**src/rtl/ball_move_ctrl.sv**
```systemverilog
// Ball motion sequencer: on each divider tick, turn accelerometer tilt into a one-cell step,
// probe the world map for the candidate cell per axis, and commit only moves that miss a wall.
module ball_move_ctrl #(
  parameter int          CLK_FREQUENCY_HZ       = 100000000,
  parameter int          UPDATE_FREQUENCY_HZ    = 5,
  parameter int          CNTR_WIDTH             = 32,
  parameter bit          SIMULATE               = 1'b0,
  parameter int          SIMULATE_FREQUENCY_CNT = 5,
  parameter int          MAP_LATENCY            = 1,
  parameter logic [7:0]  WALL_CODE              = 8'd2,
  parameter logic [7:0]  HI_THRESH              = 8'd192,
  parameter logic [7:0]  LO_THRESH              = 8'd64,
  parameter logic [7:0]  X_MAX                  = 8'd127,
  parameter logic [7:0]  Y_MAX                  = 8'd127,
  parameter logic [7:0]  X_START                = 8'd0,
  parameter logic [7:0]  Y_START                = 8'd0
) (
  input  logic       clk,
  input  logic       reset,
  input  logic [7:0] accelX_IN,
  input  logic [7:0] accelY_IN,
  input  logic [7:0] wrld_loc_info,
  output logic [8:0] wrld_col_addr,
  output logic [8:0] wrld_row_addr,
  output logic [7:0] x_out,
  output logic [7:0] y_out,
  output logic       busy,
  output logic       move_done,
  output logic       blocked
);

  localparam logic [CNTR_WIDTH-1:0] TOP_CNT = SIMULATE ?
    CNTR_WIDTH'(SIMULATE_FREQUENCY_CNT) : CNTR_WIDTH'(CLK_FREQUENCY_HZ / UPDATE_FREQUENCY_HZ - 1);
  localparam logic [7:0] LAT = 8'(MAP_LATENCY);

  typedef enum logic [1:0] {IDLE, X_LOOK, Y_LOOK, FINISH} state_t;

  state_t                state, next;
  logic [CNTR_WIDTH-1:0] cnt;
  logic                  tick;
  logic [7:0]            dx, dy, dx_n, dy_n, wcnt;
  logic                  y_go, x_go_n, y_go_n, x_inc, x_dec, y_inc, y_dec;
  logic                  moved, blk, sample;

  always_ff @(posedge clk) begin
    if (reset) begin
      cnt  <= '0;
      tick <= 1'b0;
    end else if (cnt == TOP_CNT) begin
      cnt  <= '0;
      tick <= 1'b1;
    end else begin
      cnt  <= cnt + 1'b1;
      tick <= 1'b0;
    end
  end

  // Edge clamp folds into decode so a step off the map never reaches a lookup.
  always_comb begin
    x_inc  = (accelX_IN >= HI_THRESH) && (x_out != X_MAX);
    x_dec  = !(accelX_IN >= HI_THRESH) && (accelX_IN <= LO_THRESH) && (x_out != 8'd0);
    y_inc  = (accelY_IN >= HI_THRESH) && (y_out != Y_MAX);
    y_dec  = !(accelY_IN >= HI_THRESH) && (accelY_IN <= LO_THRESH) && (y_out != 8'd0);
    x_go_n = x_inc | x_dec;
    y_go_n = y_inc | y_dec;
    dx_n   = x_inc ? 8'd1 : 8'hFF;
    dy_n   = y_inc ? 8'd1 : 8'hFF;
  end

  assign sample = (wcnt == LAT);

  always_ff @(posedge clk) begin
    if (reset) state <= IDLE;
    else       state <= next;
  end

  always_comb begin
    next = state;
    case (state)
      IDLE:    if (tick) next = x_go_n ? X_LOOK : (y_go_n ? Y_LOOK : IDLE);
      X_LOOK:  if (sample) next = y_go ? Y_LOOK : FINISH;
      Y_LOOK:  if (sample) next = FINISH;
      default: next = IDLE;
    endcase
  end

  always_ff @(posedge clk) begin
    if (reset) begin
      x_out <= X_START;
      y_out <= Y_START;
      dx    <= '0;
      dy    <= '0;
      y_go  <= 1'b0;
      wcnt  <= '0;
      moved <= 1'b0;
      blk   <= 1'b0;
    end else begin
      // wcnt measures cycles since the current lookup address became stable
      if (state != next)                           wcnt <= '0;
      else if (state == X_LOOK || state == Y_LOOK) wcnt <= wcnt + 1'b1;
      case (state)
        IDLE: if (tick) begin
          dx    <= dx_n;
          dy    <= dy_n;
          y_go  <= y_go_n;
          moved <= 1'b0;
          blk   <= 1'b0;
        end
        X_LOOK: if (sample) begin
          if (wrld_loc_info != WALL_CODE) begin
            x_out <= x_out + dx;
            moved <= 1'b1;
          end else blk <= 1'b1;
        end
        Y_LOOK: if (sample) begin
          if (wrld_loc_info != WALL_CODE) begin
            y_out <= y_out + dy;
            moved <= 1'b1;
          end else blk <= 1'b1;
        end
        default: begin
          moved <= 1'b0;
          blk   <= 1'b0;
        end
      endcase
    end
  end

  always_comb begin
    wrld_col_addr = {1'b0, (state == X_LOOK) ? x_out + dx : x_out};
    wrld_row_addr = {1'b0, (state == Y_LOOK) ? y_out + dy : y_out};
    busy          = (state != IDLE);
    move_done     = (state == FINISH) && moved;
    blocked       = (state == FINISH) && blk;
  end

endmodule
```
**config.mk**
```make
export PLATFORM = sky130hd
export DESIGN_NAME = ball_move_ctrl
export DESIGN_NICKNAME = d
export VERILOG_FILES = /design/src/rtl/ball_move_ctrl.sv
export SDC_FILE = /design/constraint.sdc
export NUM_CORES = 1
export LEC_CHECK = 0
export BUFFER_PORTS_ARGS = -buffer_cell sky130_fd_sc_hd__buf_2
export CAP_MARGIN = 25
export CORE_MARGIN = 5
export CORE_UTILIZATION = 59
export DETAILED_ROUTE_END_ITERATION = 10
export HOLD_SLACK_MARGIN = 0.06
export PLACE_DENSITY = 0.93
export SLEW_MARGIN = 30
export SYNTH_ARGS = -nofsm -noshare
export SYNTH_HDL_FRONTEND = slang
export SYNTH_SLANG_ARGS = --single-unit
```
**constraint.sdc**
```tcl
create_clock -name clk -period 4.4 [get_ports clk]
set_clock_uncertainty 0.05 [all_clocks]
set_input_delay 0.88 -clock clk [delete_from_list [all_inputs] [get_ports clk]]
set_output_delay 0.88 -clock clk [all_outputs]
set_load 0.02 [all_outputs]
```
==> impl_metrics.py, run 1 <==
metrics = {
    "drt": {
        "drc": 0,
        "routed_via_density": 5.985,
        "ant_nets": 0,
        "routed_wl_um": 9563,
        "drt_iter0_markers": 271,
        "wl_per_cell_um": 15.73,
        "vias": 3639,
        "dr.pass1.iters": 4,
    },
    "logic_synthesis": {
        "yosysUniqueCellTypes": 64,
        "synth-adder-area-share": 0.08074,
        "synth_compound_area_frac": 0.1414,
        "avgSynthCellArea_um2": 8.750,
        "ys_warn_count": 0,
        "synth_top_cell_area_share": 0.3205,
        "synth_simple_gate_area_frac": 0.2545,
        "ys_top_cells_by_count": "82 x nor2_1, 65 x dfxtp_1, 27 x xnor2_1, 23 x ha_1",
        "yosysTopAreaCell": "dfxtp_1",
        "synthCells": 464,
        "yosysSeqAreaShare": 0.3205,
        "synth_ff_type": "dfxtp_1",
        "post-synth-top-count-cell": "nor2_1",
        "synth_mux_area_frac": 0.05732,
        "synth-edff-count": 0,
        "ys_ff_latch": 65,
        "synthXorXnorAreaFrac": 0.1057,
        "synth_top_family_by_area": "simple AND/OR/NAND/NOR gates",
        "syn-cell-area_um2": 4060,
        "async_reset_ff_frac": 0,
        "ys_top_cells_by_area": "dfxtp_1 32%, nor2_1 7.6%, ha_1 7.1%",
    },
    "floorplan": {
        "core_um2": 6756,
        "rows": 30,
        "die_area_um2": 8641,
        "die_h_um": 92.96,
        "boundaryPins": 63,
        "fp.dieW_um": 92.96,
        "start_util": 0.6009,
    },
    "worst_hold_path": {
        "min_path_type": "flip-flop to flip-flop",
    },
    "clock_network": {
        "clockBufferDepth": 2,
        "cts_made_buffers": 9,
        "cts_root_buf": "clkbuf_8",
        "ctsResizeCount": 0,
        "htree_levels": 3,
        "cts_setup_buffers": 0,
        "clkTransAtPathRegs_ns": 0.08,
        "cts_tree": "done",
        "postCtsHoldBufs": 0,
        "clk-insertion-delay-late_ns": 0.35,
        "cts.sinks": 65,
    },
    "global_route": {
        "gr-total-overflow": 0,
        "grt_max_degree": 32,
        "grt_pass1_vias": 3525,
        "antenna_found_initial": 0,
        "grt_pass1_wl_um": 16000,
        "grtUsageTotal": 0.2289,
    },
    "sta": {
        "finalCriticalPeriod_ns": 3.622,
        "tns_ns": 0,
        "fin_ws_ns": 0.7780,
        "slew_viol_final": 0,
        "setup_violations": 0,
        "grt_setup_unrepaired": "false",
        "timing.final.crit_share": 0.8232,
        "relSlewSlack": 0.4511,
        "fmax_mhz": 276.1,
        "hold_violations": 0,
        "worst_slew_pin_slew_ns": 0.8233,
    },
    "place": {
        "portBuffers": 60,
        "place_area_um2": 4404,
        "place_congestion": 0.8500,
        "dp_cells": 592,
        "dp_hpwl_um": 6747,
        "dpl_worst_slack_ns": 1.181,
    },
    "pwr": {
        "powerDensity_nw_per_um2": 263.5,
        "power_mw": 1.221,
        "ir_worst_vdd_mv": 0.1811,
        "p_leak_nw": 1.914,
    },
    "finish": {
        "finalNetCount": 574,
        "postLayoutCellArea_um2": 4634,
        "stdcell_count": 608,
        "final-seq-area_um2": 1301,
        "multi_input_area_um2": 2605,
        "fillers": 478,
        "antennaDiodeCount": 0,
        "drive_gt1_frac": 0.2178,
        "syn2layout_area_growth_pct": 14.14,
    },
    "critical_path": {
        "crit_type": "flip-flop to output port",
        "worst_setup_path_end_kind": "output port",
        "critPathArrivalTime_ns": 2.69,
        "cp_max_fo": 10,
        "critPathLaunchType": "flip-flop",
        "critPathRequiredTime_ns": 3.47,
    },
    "run": {
        "drv_cap": 0,
    },
    "status": {
        "status": "complete, no violations",
    },
}
==> through the flow <==
stage / hold WS [ns] / utilization
6_report: 0.4469 / 0.6859
3_5_place_dp: 0.4225 / 0.6519
3_3_place_gp: 0.4034 / 0.6519
2_1_floorplan: 0.3785 / -
5_1_grt: 0.4774 / 0.6859
4_1_cts: 0.4439 / 0.6859
==> routing by layer <==
layer	vias to the layer above	track usage	wire (um)
li1	1748	-	-
met1	1733	0.2790	4048
met2	132	0.3767	4701
met3	26	0.05280	568
met4	0	0.1148	244
met5	-	0	0
==> kinds of logic after synthesis <==
family | after synthesis
mux | 22
other cells | 1
compound gates | 68
buf+inv | 36
simple gates | 198
fa+ha+maj | 25
flops | 65
xor+xnor | 49
==> flip-flops by register name, indices dropped and copies added (netlist names) <==
signal  flops
cnt        32
wcnt        8
x_out       8
y_out       8
dx          2
state       2
blk         1
dy          1
moved       1
tick        1
y_go        1
==> final cells by class <==
cell class	instances	share of cell area
Tap cell	80	0.02160
Multi-Input combinational cell	364	0.5621
Sequential cell	65	0.2808
Clock buffer	12	0.03348
Timing Repair Buffer	63	0.06965
Inverter	20	0.01620
Clock inverter	4	0.01620
==> layout by cell type, fill, tap and decap left out, types with 3 or more instances in the layout <==
cell type  netlist  routed
nor4_1           7       7
nand3_1         19      19
inv_1           20      20
a21o_1           4       4
xnor2_1         27      27
a21oi_1         22      22
and2_1           4       4
mux2_2          10      10
nor2b_1          6       6
nand4_1         12      12
xor2_1          22      22
mux2i_1         12      12
buf_4            4       3
and3_1           3       3
o21ai_0          7       7
or2_1            3       3
a2111oi_4        3       3
a211oi_1         5       5
buf_2            5      60
clkbuf_8         0      11
ha_1            23      23
or2_2            3       3
nand2_1         22      22
nor3_2           6       6
dfxtp_1         65      65
nor2_1          82      82
nor3_1           9       9
==> power by group <==
group	switching, mW	total (mW)	internal, mW
combinational	0.0237	0.0389	0.0153
clock	0.239	0.589	0.350
sequential	0.00266	0.593	0.590
total	0.265	1.22	0.956
==> critical path, stage by stage, from the launching register on <==
cell and delay, ns:
dfxtp_1 0.56, inv_1 0.14, fa_1 0.47, nor2b_1 0.13, o21ai_0 0.10, a21boi_0 0.26, o21a_1 0.19, o21ai_0 0.09
a31o_2 0.24, buf_2 0.15
==> worst paths after layout <==
check | from | end | slack (ns) | cells past startpoint
min | y_go | y_go | 0.45 | 2
max | dx[6] | wrld_col_addr[6] | 0.78 | 9
min reg2reg | y_go | y_go | 0.45 | 2
max reg2reg | state[1] | wcnt[1] | 1.60 | 7
No activity file was read; power rests on OpenSTA's default activity.
==> run 2, diff against run 1 <==
--- a/config.mk
+++ b/config.mk
@@ -5,13 +5,14 @@
 export SDC_FILE = /design/constraint.sdc
 export NUM_CORES = 1
 export LEC_CHECK = 0
+export ABC_AREA = 1
 export BUFFER_PORTS_ARGS = -buffer_cell sky130_fd_sc_hd__buf_2
 export CAP_MARGIN = 25
 export CORE_MARGIN = 5
-export CORE_UTILIZATION = 59
+export CORE_UTILIZATION = 52
 export DETAILED_ROUTE_END_ITERATION = 10
 export HOLD_SLACK_MARGIN = 0.06
-export PLACE_DENSITY = 0.93
+export PLACE_DENSITY = 0.88
 export SLEW_MARGIN = 30
 export SYNTH_ARGS = -nofsm -noshare
 export SYNTH_HDL_FRONTEND = slang
==> constraint.sdc (replaced) <==
create_clock -name clk -period 3 [get_ports clk]
set_clock_uncertainty 0.05 [all_clocks]
set_input_delay 0.6 -clock clk [delete_from_list [all_inputs] [get_ports clk]]
set_output_delay 0.6 -clock clk [all_outputs]
set_load 0.02 [all_outputs]
==> run 2 against run 1 <==
Design area rose by 5.4%. Critical path type unchanged. Die area up 17%. Utilization decreased by 8.2 points. Synthesized area is 4.7% higher. Via count is 16% higher. Clock power is 44% higher. Largest cell class unchanged. First-iteration DRC count is 42% lower. Synthesized cell count increased by 34%. Global-route usage is 2.1 points lower. Sequential power grew 48%. Combinational power grew to 2.8 times the previous value.
==> impl_metrics.py, run 2 <==
metrics = {
    "logic_synthesis": {
        "yosysTopAreaCell": "dfxtp_1",
        "ys_warn_count": 0,
        "synth_top_cell_area_share": 0.3062,
        "ys_top_cells_by_area": "dfxtp_1 31%, nand2_1 11%, inv_1 7.6%",
        "async_reset_ff_frac": 0,
        "syn-cell-area_um2": 4249,
        "avgSynthCellArea_um2": 6.853,
        "yosysUniqueCellTypes": 40,
        "synth-edff-count": 0,
        "ys_top_cells_by_count": "123 x nand2_1, 86 x inv_1, 78 x nor2_1, 65 x dfxtp_1, 42 x a21oi_1",
        "synthCells": 620,
        "synth_ff_type": "dfxtp_1",
        "yosysSeqAreaShare": 0.3062,
        "ys_ff_latch": 65,
        "post-synth-top-count-cell": "nand2_1",
    },
    "sta": {
        "timing.final.crit_share": 0.9371,
        "fmax_mhz": 355.7,
        "relSlewSlack": 0.5710,
        "fin_ws_ns": 0.1887,
        "finalCriticalPeriod_ns": 2.811,
        "setup_violations": 0,
        "grt_setup_unrepaired": "false",
        "hold_violations": 0,
        "tns_ns": 0,
        "whs_ns": 0.4185,
        "slew_viol_final": 0,
        "worst_slew_pin_slew_ns": 0.6413,
    },
    "drt": {
        "wl_per_cell_um": 12.66,
        "routed_wl_um": 10040,
        "routed_via_density": 5.325,
        "vias": 4223,
        "drt_iter0_markers": 158,
        "ant_nets": 0,
        "drc": 0,
        "dr.pass1.iters": 5,
    },
    "global_route": {
        "grtUsageTotal": 0.2080,
        "antenna_found_initial": 0,
        "grt_max_degree": 33,
        "gr-total-overflow": 0,
        "grt_pass1_vias": 4134,
        "grt_pass1_wl_um": 17440,
    },
    "place": {
        "dp_hpwl_um": 7755,
        "place_area_um2": 4628,
        "dp_cells": 777,
        "place_congestion": 0.9407,
        "portBuffers": 60,
        "dpl_worst_slack_ns": 0.2567,
    },
    "clock_network": {
        "cts_setup_buffers": 0,
        "clkTransAtPathRegs_ns": 0.08,
        "htree_levels": 3,
        "cts_root_buf": "clkbuf_8",
        "cts_tree": "done",
        "cts_made_buffers": 9,
        "clk-insertion-delay-late_ns": 0.34,
        "cts.sinks": 65,
        "clockBufferDepth": 2,
    },
    "floorplan": {
        "fp.dieW_um": 100.4,
        "die_area_um2": 10080,
        "boundaryPins": 63,
        "rows": 33,
        "start_util": 0.5250,
        "core_um2": 8093,
        "die_h_um": 100.4,
    },
    "worst_hold_path": {
        "min_path_type": "flip-flop to flip-flop",
        "min_path_cells": 1,
    },
    "critical_path": {
        "critPathArrivalTime_ns": 2.16,
        "cp_max_fo": 5,
        "critPathLaunchType": "flip-flop",
        "r2r_cells": 13,
        "worst_setup_path_end_kind": "output port",
        "crit_type": "flip-flop to output port",
        "critPathRequiredTime_ns": 2.35,
    },
    "finish": {
        "postLayoutCellArea_um2": 4883,
        "drive_gt1_frac": 0.1919,
        "layout_common_cells": "123 x nand2_1, 86 x inv_1, 78 x nor2_1",
        "finish.utilization": 0.6034,
        "stdcell_count": 793,
        "top_register": "cnt",
        "finalNetCount": 734,
        "largest_register_ffs": 32,
        "syn2layout_area_growth_pct": 14.93,
        "layout_commonest_cell": "nand2_1",
        "antennaDiodeCount": 0,
    },
    "pwr": {
        "powerDensity_nw_per_um2": 376.3,
        "ir_worst_vdd_mv": 0.5054,
        "power_mw": 1.838,
        "p_leak_nw": 2.063,
    },
    "status": {
        "status": "complete, no violations",
    },
    "run": {
        "drv_cap": 0,
    },
}
-- run 2: critical path, cell delays in order, from the launching register on --
cell and delay, ns:
dfxtp_2 0.36, ha_1 0.17, inv_1 0.06, fa_2 0.36, o21ai_2 0.17, a21oi_1 0.08
nor2_1 0.09, nor2_1 0.05, xor2_1 0.14, o21ai_0 0.13, buf_2 0.18
-- run 2: kinds of logic after synthesis --
family          share of synthesized area
simple gates                       0.3566
buf+inv                           0.09541
compound gates                     0.1143
flops                              0.3062
fa+ha+maj                         0.07715
xor+xnor                          0.04947
other cells                     0.0008825
-- run 2: final timing paths --
check / from / to / slack, ns
worst max-delay path: y_out[0] / wrld_row_addr[6] / 0.19
worst min-delay path: cnt[0] / cnt[0] / 0.42
worst max register to register: state[1] / wcnt[2] / 0.68
worst min register to register: cnt[0] / cnt[0] / 0.42
-- run 2: what timing repair did --
item                       in CTS  in global routing
hold endpoints to repair        0                  0
gates resized for setup         5                 11
setup endpoints to repair       2                  3
hold buffers                    0                  0
pin swaps                       0                  1
-- run 2: final cells by class --
class / count / area (um^2)
clock buffers: 11 / 151.4
clock inverters: 5 / 77.57
fillers: 747 / 3209
inverters: 91 / 341.6
multi-input cells: 455 / 2559
flip-flops and latches: 65 / 1313
well taps: 105 / 131.4
repair buffers: 61 / 310.3
-- run 2: per-layer routing --
layer | routed length (um) | up-vias | track usage
met1 | 4103 | 1914 | 0.2400
met4 | 331 | 0 | 0.09741
met2 | 4934 | 148 | 0.3660
li1 | - | 2131 | -
met5 | 0 | - | 0
met3 | 670 | 30 | 0.04309
-- run 2: power breakdown --
group          leakage (nW)  internal, mW  switching, mW  total, mW
Sequential            0.528         0.869        0.00830      0.878
Clock                 0.115         0.511          0.340      0.851
Combinational          1.42        0.0395         0.0700      0.109
==> run 3, diff against run 2 <==
==> constraint.sdc (replaced) <==
create_clock -name clk -period 3 [get_ports clk]
set_clock_uncertainty 0.05 [all_clocks]
set_input_delay 0.3 -clock clk [delete_from_list [all_inputs] [get_ports clk]]
set_output_delay 0.3 -clock clk [all_outputs]
set_load 0.02 [all_outputs]
==> run 3 against run 2 <==
Sequential power about the same. Flip-flop and latch count is the same. Largest cell class unchanged. Design area down 1.4%. Wire length is 0.16% higher. Utilization fell by 0.83 points. Critical path type unchanged.
==> impl_metrics.py, run 3 (same netlist as run 2, synthesis figures left out) <==
metrics = {
    "status": {
        "status": "complete, no violations",
    },
    "drt": {
        "routed_via_density": 5.372,
        "drc": 0,
        "drt-met1-wl_um": 4167,
        "drt_iter0_markers": 193,
        "vias": 4249,
        "wl_met2_um": 4798,
        "met3_length_um": 724,
        "ant_nets": 0,
        "maxUsedRoutingLayer": "met4",
        "dr.pass1.iters": 5,
        "wl_per_cell_um": 12.71,
        "routed_wl_um": 10060,
    },
    "sta": {
        "fmax_mhz": 358.8,
        "tns_ns": 0,
        "slew_viol_final": 0,
        "relSlewSlack": 0.5626,
        "timing.final.crit_share": 0.9290,
        "whs_ns": 0.2068,
        "hold_violations": 0,
        "grt_setup_unrepaired": "false",
        "finalCriticalPeriod_ns": 2.787,
        "setup_violations": 0,
        "worst_slew_pin_slew_ns": 0.6538,
    },
    "critical_path": {
        "critPathLaunchType": "flip-flop",
        "cp_max_fo": 8,
        "worst_setup_path_end_kind": "output port",
        "critPathArrivalTime_ns": 2.44,
        "critPathRequiredTime_ns": 2.65,
        "crit_type": "flip-flop to output port",
    },
    "finish": {
        "syn2layout_area_growth_pct": 13.34,
        "antennaDiodeCount": 0,
        "stdcell_count": 791,
        "largest_register_ffs": 32,
        "postLayoutCellArea_um2": 4816,
        "finalNetCount": 733,
        "top_register": "cnt",
        "drive_gt1_frac": 0.1720,
        "layout_common_cells": "123 x nand2_1, 86 x inv_1, 78 x nor2_1",
        "layout_commonest_cell": "nand2_1",
        "finish.utilization": 0.5951,
    },
    "floorplan": {
        "die_area_um2": 10080,
        "rows": 33,
        "core_um2": 8093,
        "fp.dieW_um": 100.4,
        "start_util": 0.5250,
        "die_h_um": 100.4,
        "boundaryPins": 63,
    },
    "place": {
        "dp_hpwl_um": 7631,
        "dp_cells": 776,
        "place_area_um2": 4621,
        "portBuffers": 60,
        "place_congestion": 0.9429,
    },
    "clock_network": {
        "postCtsHoldBufs": 0,
        "cts.sinks": 65,
        "cts_setup_buffers": 0,
        "clockBufferDepth": 2,
        "htree_levels": 3,
        "cts_tree": "done",
        "cts_root_buf": "clkbuf_8",
        "clkTransAtPathRegs_ns": 0.07,
        "cts_made_buffers": 9,
        "clk-insertion-delay-late_ns": 0.35,
    },
    "global_route": {
        "grtUsageTotal": 0.2069,
        "gr-total-overflow": 0,
        "antenna_found_initial": 0,
        "grt_pass1_vias": 4087,
        "grt_max_degree": 33,
        "grt_pass1_wl_um": 17250,
    },
    "run": {
        "drv_cap": 0,
    },
    "pwr": {
        "p_leak_nw": 2.036,
        "ir_worst_vdd_mv": 0.2483,
        "powerDensity_nw_per_um2": 362.3,
    },
    "worst_hold_path": {
        "min_path_type": "primary input to flip-flop",
    },
}
## run 3: cell count changes in the layout (fill, tap and decap cells not counted), sizes merged
cell      before  now
buf           61   60
bufinv         2    1
clkbuf        11   12
clkinvlp       1    0
## run 3: worst paths after layout
kind	startpoint	endpoint	slack, ns	cells past startpoint
hold reg to reg	cnt[0]	cnt[0]	0.41	1
setup / recovery	dy[6]	wrld_row_addr[6]	0.21	9
hold / removal	reset	state[0]	0.21	2
setup reg to reg	state[1]	wcnt[0]	0.73	13
## run 3: power by group
group	internal, mW	switching [mW]
clock	0.422	0.336
combinational	0.0383	0.0692
sequential	0.871	0.00826
## run 3: per-stage QoR
| step | setup slack (ns) | power [mW] |
|---|---|---|
| floorplan | 0.4142 | 0.9739 |
| global placement | 0.6388 | 1.001 |
| detailed placement | 0.5357 | 1.006 |
| CTS | 0.1407 | 1.755 |
| global route | 0.03736 | 1.811 |
| finish | 0.2130 | 1.745 |
## run 3: layout make-up
cell class / count / area [um^2]
Clock buffer: 12 / 155.1
Fill cell: 717 / 3277
Timing Repair Buffer: 60 / 300.3
Sequential cell: 65 / 1301
Clock inverter: 3 / 40.04
Multi-Input combinational cell: 455 / 2546
Tap cell: 105 / 131.4
Inverter: 91 / 341.6
## run 3: critical path, cell delays in order, from the launching register on
cell and delay [ns]:
dfxtp_1 0.50, inv_1 0.13, fa_1 0.45, o21ai_0 0.29
a21oi_1 0.11, nor2_1 0.10, nor2_1 0.05, xor2_1 0.15
o21ai_0 0.13, buf_2 0.18
## run 3: metal layers
| metal | GRT usage | vias up |
|---|---|---|
| met4 | 0.1130 | 0 |
| met1 | 0.2373 | 1907 |
| met5 | 0 | - |
| met3 | 0.04448 | 40 |
| li1 | - | 2137 |
| met2 | 0.3568 | 165 |
## run 3: what timing repair did
item | CTS | global route
setup endpoints to repair | 0 | 1
hold endpoints to repair | 0 | 0
resized for setup | 0 | 1
